## src/rtl/ps2_frame_rx.sv

```systemverilog
// PS/2 keyboard receiver: synchronizes and deglitches the bus, frames 11-bit packets, folds E0/F0 prefixes into flags.
// Latency: raw clock fall + 2 sync + FILTER_LEN filter cycles to the sample; code_valid/frame_err one cycle after the stop-bit sample.
// No backpressure: results are one-cycle pulses and the downstream decoder must accept every one.
module ps2_frame_rx #(
    parameter int FILTER_LEN     = 8,
    parameter int TIMEOUT_CYCLES = 50000
) (
    input  logic       clk,
    input  logic       rst,
    input  logic       KB_clk,
    input  logic       data,
    output logic [7:0] code,
    output logic       is_break,
    output logic       is_extended,
    output logic       code_valid,
    output logic       frame_err
);

    localparam int TW = (TIMEOUT_CYCLES > 2) ? $clog2(TIMEOUT_CYCLES) : 1;
    localparam logic [TW-1:0] TO_LAST = TW'(TIMEOUT_CYCLES - 1);

    typedef enum logic [1:0] {IDLE, DATA, PARITY, STOP} state_t;

    logic                  kb_s1, kb_s2, d_s1, d_s2;
    logic [FILTER_LEN-1:0] filt;
    logic                  filt_clk;
    logic                  sample_evt;
    logic                  sample_bit;

    state_t        state, state_nxt;
    logic [2:0]    bit_cnt, bit_cnt_nxt;
    logic [7:0]    shift, shift_nxt;
    logic          par_bit, par_nxt;
    logic          ext, ext_nxt, brk, brk_nxt;
    logic [TW-1:0] to_cnt, to_cnt_nxt;
    logic [7:0]    code_nxt;
    logic          is_break_nxt, is_extended_nxt, code_valid_nxt, frame_err_nxt;

    // Everything presets high so reset looks like an idle bus and never fakes a falling edge.
    always_ff @(posedge clk or negedge rst) begin
        if (!rst) begin
            kb_s1    <= 1'b1;
            kb_s2    <= 1'b1;
            d_s1     <= 1'b1;
            d_s2     <= 1'b1;
            filt     <= '1;
            filt_clk <= 1'b1;
        end else begin
            kb_s1 <= KB_clk;
            kb_s2 <= kb_s1;
            d_s1  <= data;
            d_s2  <= d_s1;
            filt  <= {filt[FILTER_LEN-2:0], kb_s2};
            if (filt == '0)
                filt_clk <= 1'b0;
            else if (filt == '1)
                filt_clk <= 1'b1;
        end
    end

    // The cycle in which the filtered level is about to drop is the sample cycle.
    assign sample_evt = filt_clk && (filt == '0);
    assign sample_bit = d_s2;

    always_ff @(posedge clk or negedge rst) begin
        if (!rst) begin
            state       <= IDLE;
            bit_cnt     <= '0;
            shift       <= '0;
            par_bit     <= 1'b0;
            ext         <= 1'b0;
            brk         <= 1'b0;
            to_cnt      <= '0;
            code        <= '0;
            is_break    <= 1'b0;
            is_extended <= 1'b0;
            code_valid  <= 1'b0;
            frame_err   <= 1'b0;
        end else begin
            state       <= state_nxt;
            bit_cnt     <= bit_cnt_nxt;
            shift       <= shift_nxt;
            par_bit     <= par_nxt;
            ext         <= ext_nxt;
            brk         <= brk_nxt;
            to_cnt      <= to_cnt_nxt;
            code        <= code_nxt;
            is_break    <= is_break_nxt;
            is_extended <= is_extended_nxt;
            code_valid  <= code_valid_nxt;
            frame_err   <= frame_err_nxt;
        end
    end

    always_comb begin
        state_nxt       = state;
        bit_cnt_nxt     = bit_cnt;
        shift_nxt       = shift;
        par_nxt         = par_bit;
        ext_nxt         = ext;
        brk_nxt         = brk;
        to_cnt_nxt      = to_cnt;
        code_nxt        = code;
        is_break_nxt    = is_break;
        is_extended_nxt = is_extended;
        code_valid_nxt  = 1'b0;
        frame_err_nxt   = 1'b0;

        if (sample_evt) begin
            to_cnt_nxt = '0;
            case (state)
                IDLE: begin
                    if (!sample_bit) begin
                        state_nxt   = DATA;
                        bit_cnt_nxt = '0;
                    end else begin
                        frame_err_nxt = 1'b1;
                    end
                end
                DATA: begin
                    shift_nxt   = {sample_bit, shift[7:1]};
                    bit_cnt_nxt = bit_cnt + 3'd1;
                    if (bit_cnt == 3'd7)
                        state_nxt = PARITY;
                end
                PARITY: begin
                    par_nxt   = sample_bit;
                    state_nxt = STOP;
                end
                STOP: begin
                    state_nxt = IDLE;
                    if (sample_bit && ((^shift) ^ par_bit)) begin
                        if (shift == 8'hE0) begin
                            ext_nxt = 1'b1;
                        end else if (shift == 8'hF0) begin
                            brk_nxt = 1'b1;
                        end else begin
                            code_nxt        = shift;
                            is_extended_nxt = ext;
                            is_break_nxt    = brk;
                            code_valid_nxt  = 1'b1;
                            ext_nxt         = 1'b0;
                            brk_nxt         = 1'b0;
                        end
                    end else begin
                        frame_err_nxt = 1'b1;
                        ext_nxt       = 1'b0;
                        brk_nxt       = 1'b0;
                    end
                end
                default: state_nxt = IDLE;
            endcase
        end else if (state != IDLE) begin
            if (to_cnt == TO_LAST) begin
                state_nxt     = IDLE;
                frame_err_nxt = 1'b1;
                ext_nxt       = 1'b0;
                brk_nxt       = 1'b0;
                to_cnt_nxt    = '0;
            end else begin
                to_cnt_nxt = to_cnt + 1'b1;
            end
        end
    end

endmodule
```

## config.mk

```make
export PLATFORM = sky130hd
export DESIGN_NAME = ps2_frame_rx
export DESIGN_NICKNAME = d
export VERILOG_FILES = /design/src/rtl/ps2_frame_rx.sv
export SDC_FILE = /design/constraint.sdc
export NUM_CORES = 1
export LEC_CHECK = 0
export CAP_MARGIN = 10
export CORE_MARGIN = 1.5
export CORE_UTILIZATION = 39
export CTS_BUF_LIST = sky130_fd_sc_hd__clkbuf_16
export CTS_CLUSTER_SIZE = 40
export DETAILED_ROUTE_END_ITERATION = 10
export PLACE_DENSITY = 0.54
export SYNTH_ARGS = -nofsm -noshare
export SYNTH_HDL_FRONTEND = slang
export SYNTH_SLANG_ARGS = --single-unit
```

## constraint.sdc

```tcl
create_clock -name clk -period 3 [get_ports clk]
set_input_delay 0.75 -clock clk [delete_from_list [all_inputs] [get_ports clk]]
set_output_delay 0.75 -clock clk [all_outputs]
set_load 0.05 [all_outputs]
```

==> Word level (Yosys, flattened, before mapping) <==
Cells that the tools add are included.
{ "totals": {"out_inout_bits": 12, "register_bits": 57, "inputBits": 4} }
{ "op_classes": {"bitwise": 3, "add_sub_neg": 2, "n_eq_ne": 14, "n_mux": 36, "reduce_logical": 17} }
{ "ops": {"columns": ["operator", "n"], "rows": [
  ["two-way mux 16 bit", 3],
  ["== test 8 bit, second input constant", 3],
  ["two-way mux 1 bit", 24],
  ["adder 16 x 1 -> 16 bit, second input constant", 1],
  ["== test 16 bit, second input constant", 1],
  ["AND reduction 4 bit", 3],
  ["two-way mux 2 bit", 5],
  ["nonzero test 2 bit", 5],
  ["inequality test 3 bit, second input constant", 3],
  ["zero test 8 bit", 1],
  ["one-hot mux 2 bit (4 select lines)", 1],
  ["XOR reduction 8 bit", 1],
  ["one-hot mux 3 bit (2 select lines)", 1],
  ["AND reduction 5 bit", 1],
  ["== test 2 bit, second input constant", 2],
  ["inequality test 4 bit, second input constant", 1],
  ["AND reduction 2 bit", 2],
  ["adder 3 x 1 -> 3 bit, second input constant", 1],
  ["== test 3 bit, second input constant", 1],
  ["two-way mux 3 bit", 1],
  ["AND reduction 3 bit", 1],
  ["== test 2 x 1 -> 1 bit, second input constant", 1],
  ["logical AND 1 bit", 2],
  ["zero test 2 bit", 1],
  ["5 further kinds", 6]
]} }

==> Logic depth before layout (Yosys ltp) <==
{ "logic_depth": {"word_depth": 6, "mapped_depth": 8} }

==> Worst setup path before layout <==
OpenSTA, ideal clock, no wires.
{ "synth_path": {"kind": "flip-flop to flip-flop", "startpoint": "register shift[1]", "endpoint": "register code[0]", "t_required_ps": 2875, "stages_incl_launch_ff": 9, "n_path_buf": 1, "synth_period_minus_slack_ps": 2217, "slack_ps": 783, "setup_time_ps": 125, "arrival_time_ps": 2092, "cell_sequence": "dfrtp_1 -> inv_1 -> ha_1 -> xnor3_1 -> xnor2_1 -> nand2_1 -> or3_1 -> buf_6 -> mux2_4"} }
{ "synth_via": {"elab_chain_len": 4} }
{ "synth_rtl": {"columns": ["element", "line_no", "text"], "rows": [
  ["from (decl)", "32", "logic [7:0] shift, shift_nxt;"],
  ["from (signal assigned)", "82", "shift <= shift_nxt;"],
  ["XOR reduction 8 bit", "132", "if (sample_bit && ((^shift) ^ par_bit)) begin"],
  ["XOR 1 bit", "132", null],
  ["logical AND 1 bit", "132", null],
  ["AND reduction 5 bit (no line) *", null, null],
  ["to (signal assigned)", "87", "code <= code_nxt;"],
  ["to (decl)", "12", "output logic [7:0] code,"]
]} }
Mark *: on every way between the ends. The rest lies on a longest branch, timed or not.
A chain may end at the register's enable or synchronous reset.

==> Worst setup path in the final report <==
{ "layout_path": {"startpoint": "register shift[1]", "endpoint": "register is_break"} }
{ "layout_via": {"elab_chain_len": 4} }
{ "layout_rtl": {"columns": ["element", "line_no", "text"], "rows": [
  ["XOR reduction 8 bit", "132", null],
  ["XOR 1 bit", "132", null],
  ["logical AND 1 bit", "132", null],
  ["AND reduction 5 bit (no line) *", null, null],
  ["to (signal assigned)", "88", "is_break <= is_break_nxt;"],
  ["to (decl)", "13", "output logic is_break,"]
]} }
Marked as above.

==> flow_summary.yaml <==
sta:
  slew_viol_final: 0
  rsz0062_at_grt: "no"
  finalSetupViolations: 0
  period_share_pct: 83.6
  hold_ws_ns: 0.353
  min_period_ns: 2.51
  hold_violations: 0
  worst_pin_slew_ns: 0.637
  final.setup.worst_slack_ns: 0.491
  finalClockSkew_ns: 0.00670
  fin_setup_tns_ns: 0
  relSlewSlack_pct: 57.2
  fmax_mhz: 399
yosys:
  synth-compound-area-share_pct: 9.23
  yosysMostFrequentCell: "dfrtp_1"
  synth_fa_ha_area_share_pct: 6.03
  ys.flop_type: "dfrtp_1"
  yosysSeqAreaShare_pct: 53.5
  yosysUniqueCellTypes: 46
  async_reset_ff_share_pct: 100
  synth_edf_count: 0
  synth_warnings: 0
  synthMuxAreaShare_pct: 8.07
  syn-num-nets: 254
  synth-simple-area-share_pct: 17.9
  syn_avg_cell_area_um2: 11.4
  synth-xor-area-share_pct: 2.78
  syn-cell-area_um2: 2700
  synth_top_area_cell: "dfrtp_1"
  synth_seq_cells: 57
  synthTopCellsByCount: "dfrtp_1, nand2_1, a21oi_1, nor2_1"
  synth_top_area_share_pct: 40.8
  synth.area.top_cells: "dfrtp_1, dfstp_2, ha_1"
  synth_top_family_by_area: "simple AND/OR/NAND/NOR gates"
  syn_inst: 237
worst_setup_path:
  required_ns: 3.20
  rr_worst_depth: 7
  cp.arrival_ns: 2.71
  crit_path_end_kind: "flip-flop"
  worstSetupPathType: "flip-flop to flip-flop"
  worstPathMaxFanout: 10
  cp-start-kind: "flip-flop"
min_path:
  hold_depth: 0
  hold_path_class: "flip-flop to flip-flop"
route:
  wl_um: 4840
  first_pass_iters: 4
  met2_length_um: 2090
  m1WireLength_um: 2470
  drt_iter0_markers: 87
  num_vias: 1806
  drc: 0
  met3_length_um: 145
  viasPerCell: 5.23
  wire_per_inst_um: 14.0
  ant_nets: 0
  maxUsedRoutingLayer: "met4"
cts:
  path_clk_slew_ns: 0.05
  cts_setup_buffers: 0
  clkSinkCount: 57
  htree_num_levels: 3
  cts_root_buf: "clkbuf_16"
  cts-buffers-inserted: 9
  cts_tree: "yes"
  clk_latency_ns: 0.32
  cts_hold_buffers: 0
  cts_resized: 0
  ctsLongestPathBuffers: 2
power:
  p_leak_nw: 1.41
  power.density_nw_per_um2: 549
  power_mw: 1.77
  vdd_drop_max_v: 0.000401
floorplan:
  io_pins: 16
  die_area_um2: 7420
  rows: 30
  core_um2: 6760
  start_util_pct: 39.9
  fp.dieH_um: 86.2
  die_x_um: 86.2
place:
  port-buffer-count: 15
  pre_cts_ws_ns: 0.464
  placed_area_um2: 2950
  place.gp.congestion: 0.743
  hpwlAfterDp_um: 3190
  dp.cells: 329
finish:
  areaGrowthSynthToFinish_pct: 19.6
  stdcell_area_um2: 3230
  drive_gt1_share_pct: 20.4
  fin_util_pct: 47.8
  final_cells: 345
  antenna_cells: 0
  nets: 277
global_routing:
  grt_use_total_pct: 14.9
  grt_pass1_wl_um: 8340
  antenna_found_initial: 0
  grt_max_degree: 58
  overflow: 0
  grt_pass1_vias: 1760
run:
  cap_violations: 0
status:
  status: "finished clean"
layout by cell type (no fill, tap or decap), types with 3 or more instances in the layout:
cell type,n
nor3_1,3
buf_4,3
xnor2_1,3
a21oi_1,15
nand4_1,6
a31oi_1,4
dfstp_2,13
ha_1,13
and3_1,3
clkbuf_16,9
xor2_1,3
mux2_4,10
or3_1,7
nand3_1,7
nand2_1,26
o21ai_0,13
nor2_1,15
dfrtp_1,44
inv_1,10
clkdlybuf4s50_1,14
mux2_2,6
per-layer routing:
| layer | up-vias | track usage, % |
|---|---|---|
| met5 | - | 0 |
| met4 | 0 | 9.24 |
| met3 | 8 | 4.23 |
| met2 | 20 | 22.0 |
| met1 | 881 | 19.2 |
| li1 | 897 | - |
cells by family (layout without fill, tap and decap cells):
| logic type | count (synthesis) | after routing |
|---|---|---|
| flip-flops | 57 | 57 |
| buffers and inverters | 15 | 43 |
| XOR/XNOR | 7 | 7 |
| multiplexers | 16 | 16 |
| adder cells (fa/ha/maj) | 13 | 13 |
| AO/OA/AOI/OAI | 42 | 42 |
| AND/OR/NAND/NOR | 87 | 87 |
layout make-up:
type / count / area, um^2
clock inverter: 7 / 55.1
multi-input combinational: 165 / 1190
fill: 623 / 3530
inverter: 8 / 30.0
sequential: 57 / 1440
tap: 80 / 100
timing repair buffer: 19 / 188
clock buffer: 9 / 225
path summary, 6_finish.rpt:
check,startpoint,endpoint,slack (ns)
min in group asynchronous,rst,to_cnt[11],0.42
max in group asynchronous,rst,filt[4],2.28
worst max-delay path,shift[1],is_break,0.49
worst max register to register,shift[1],is_break,0.49
worst min-delay path,kb_s2,filt[0],0.35
worst min register to register,kb_s2,filt[0],0.35
power by group:
group          switching [mW]  internal (mW)  leakage, nW
clock network           0.316          0.625        0.147
logic                  0.0197         0.0102        0.510
registers             0.00990          0.790        0.751
critical path, cell delays in order (launching register included):
cell and delay [ns]:
dfrtp_1 0.35, inv_1 0.06, ha_1 0.27, xnor3_1 0.38, xnor2_1 0.15, nand2_1 0.13, or3_1 0.65, mux2_4 0.39
sequential cells by signal, indices dropped and copies added (netlist names):
register and count:
state 2, is_break 1, code 8, to_cnt 16, kb_s1 1, bit_cnt 3, frame_err 1, shift 8
d_s2 1, code_valid 1, filt 8, filt_clk 1, is_extended 1, ext 1, d_s1 1, kb_s2 1
par_bit 1, brk 1
Power figures use the tool's default switching activity.
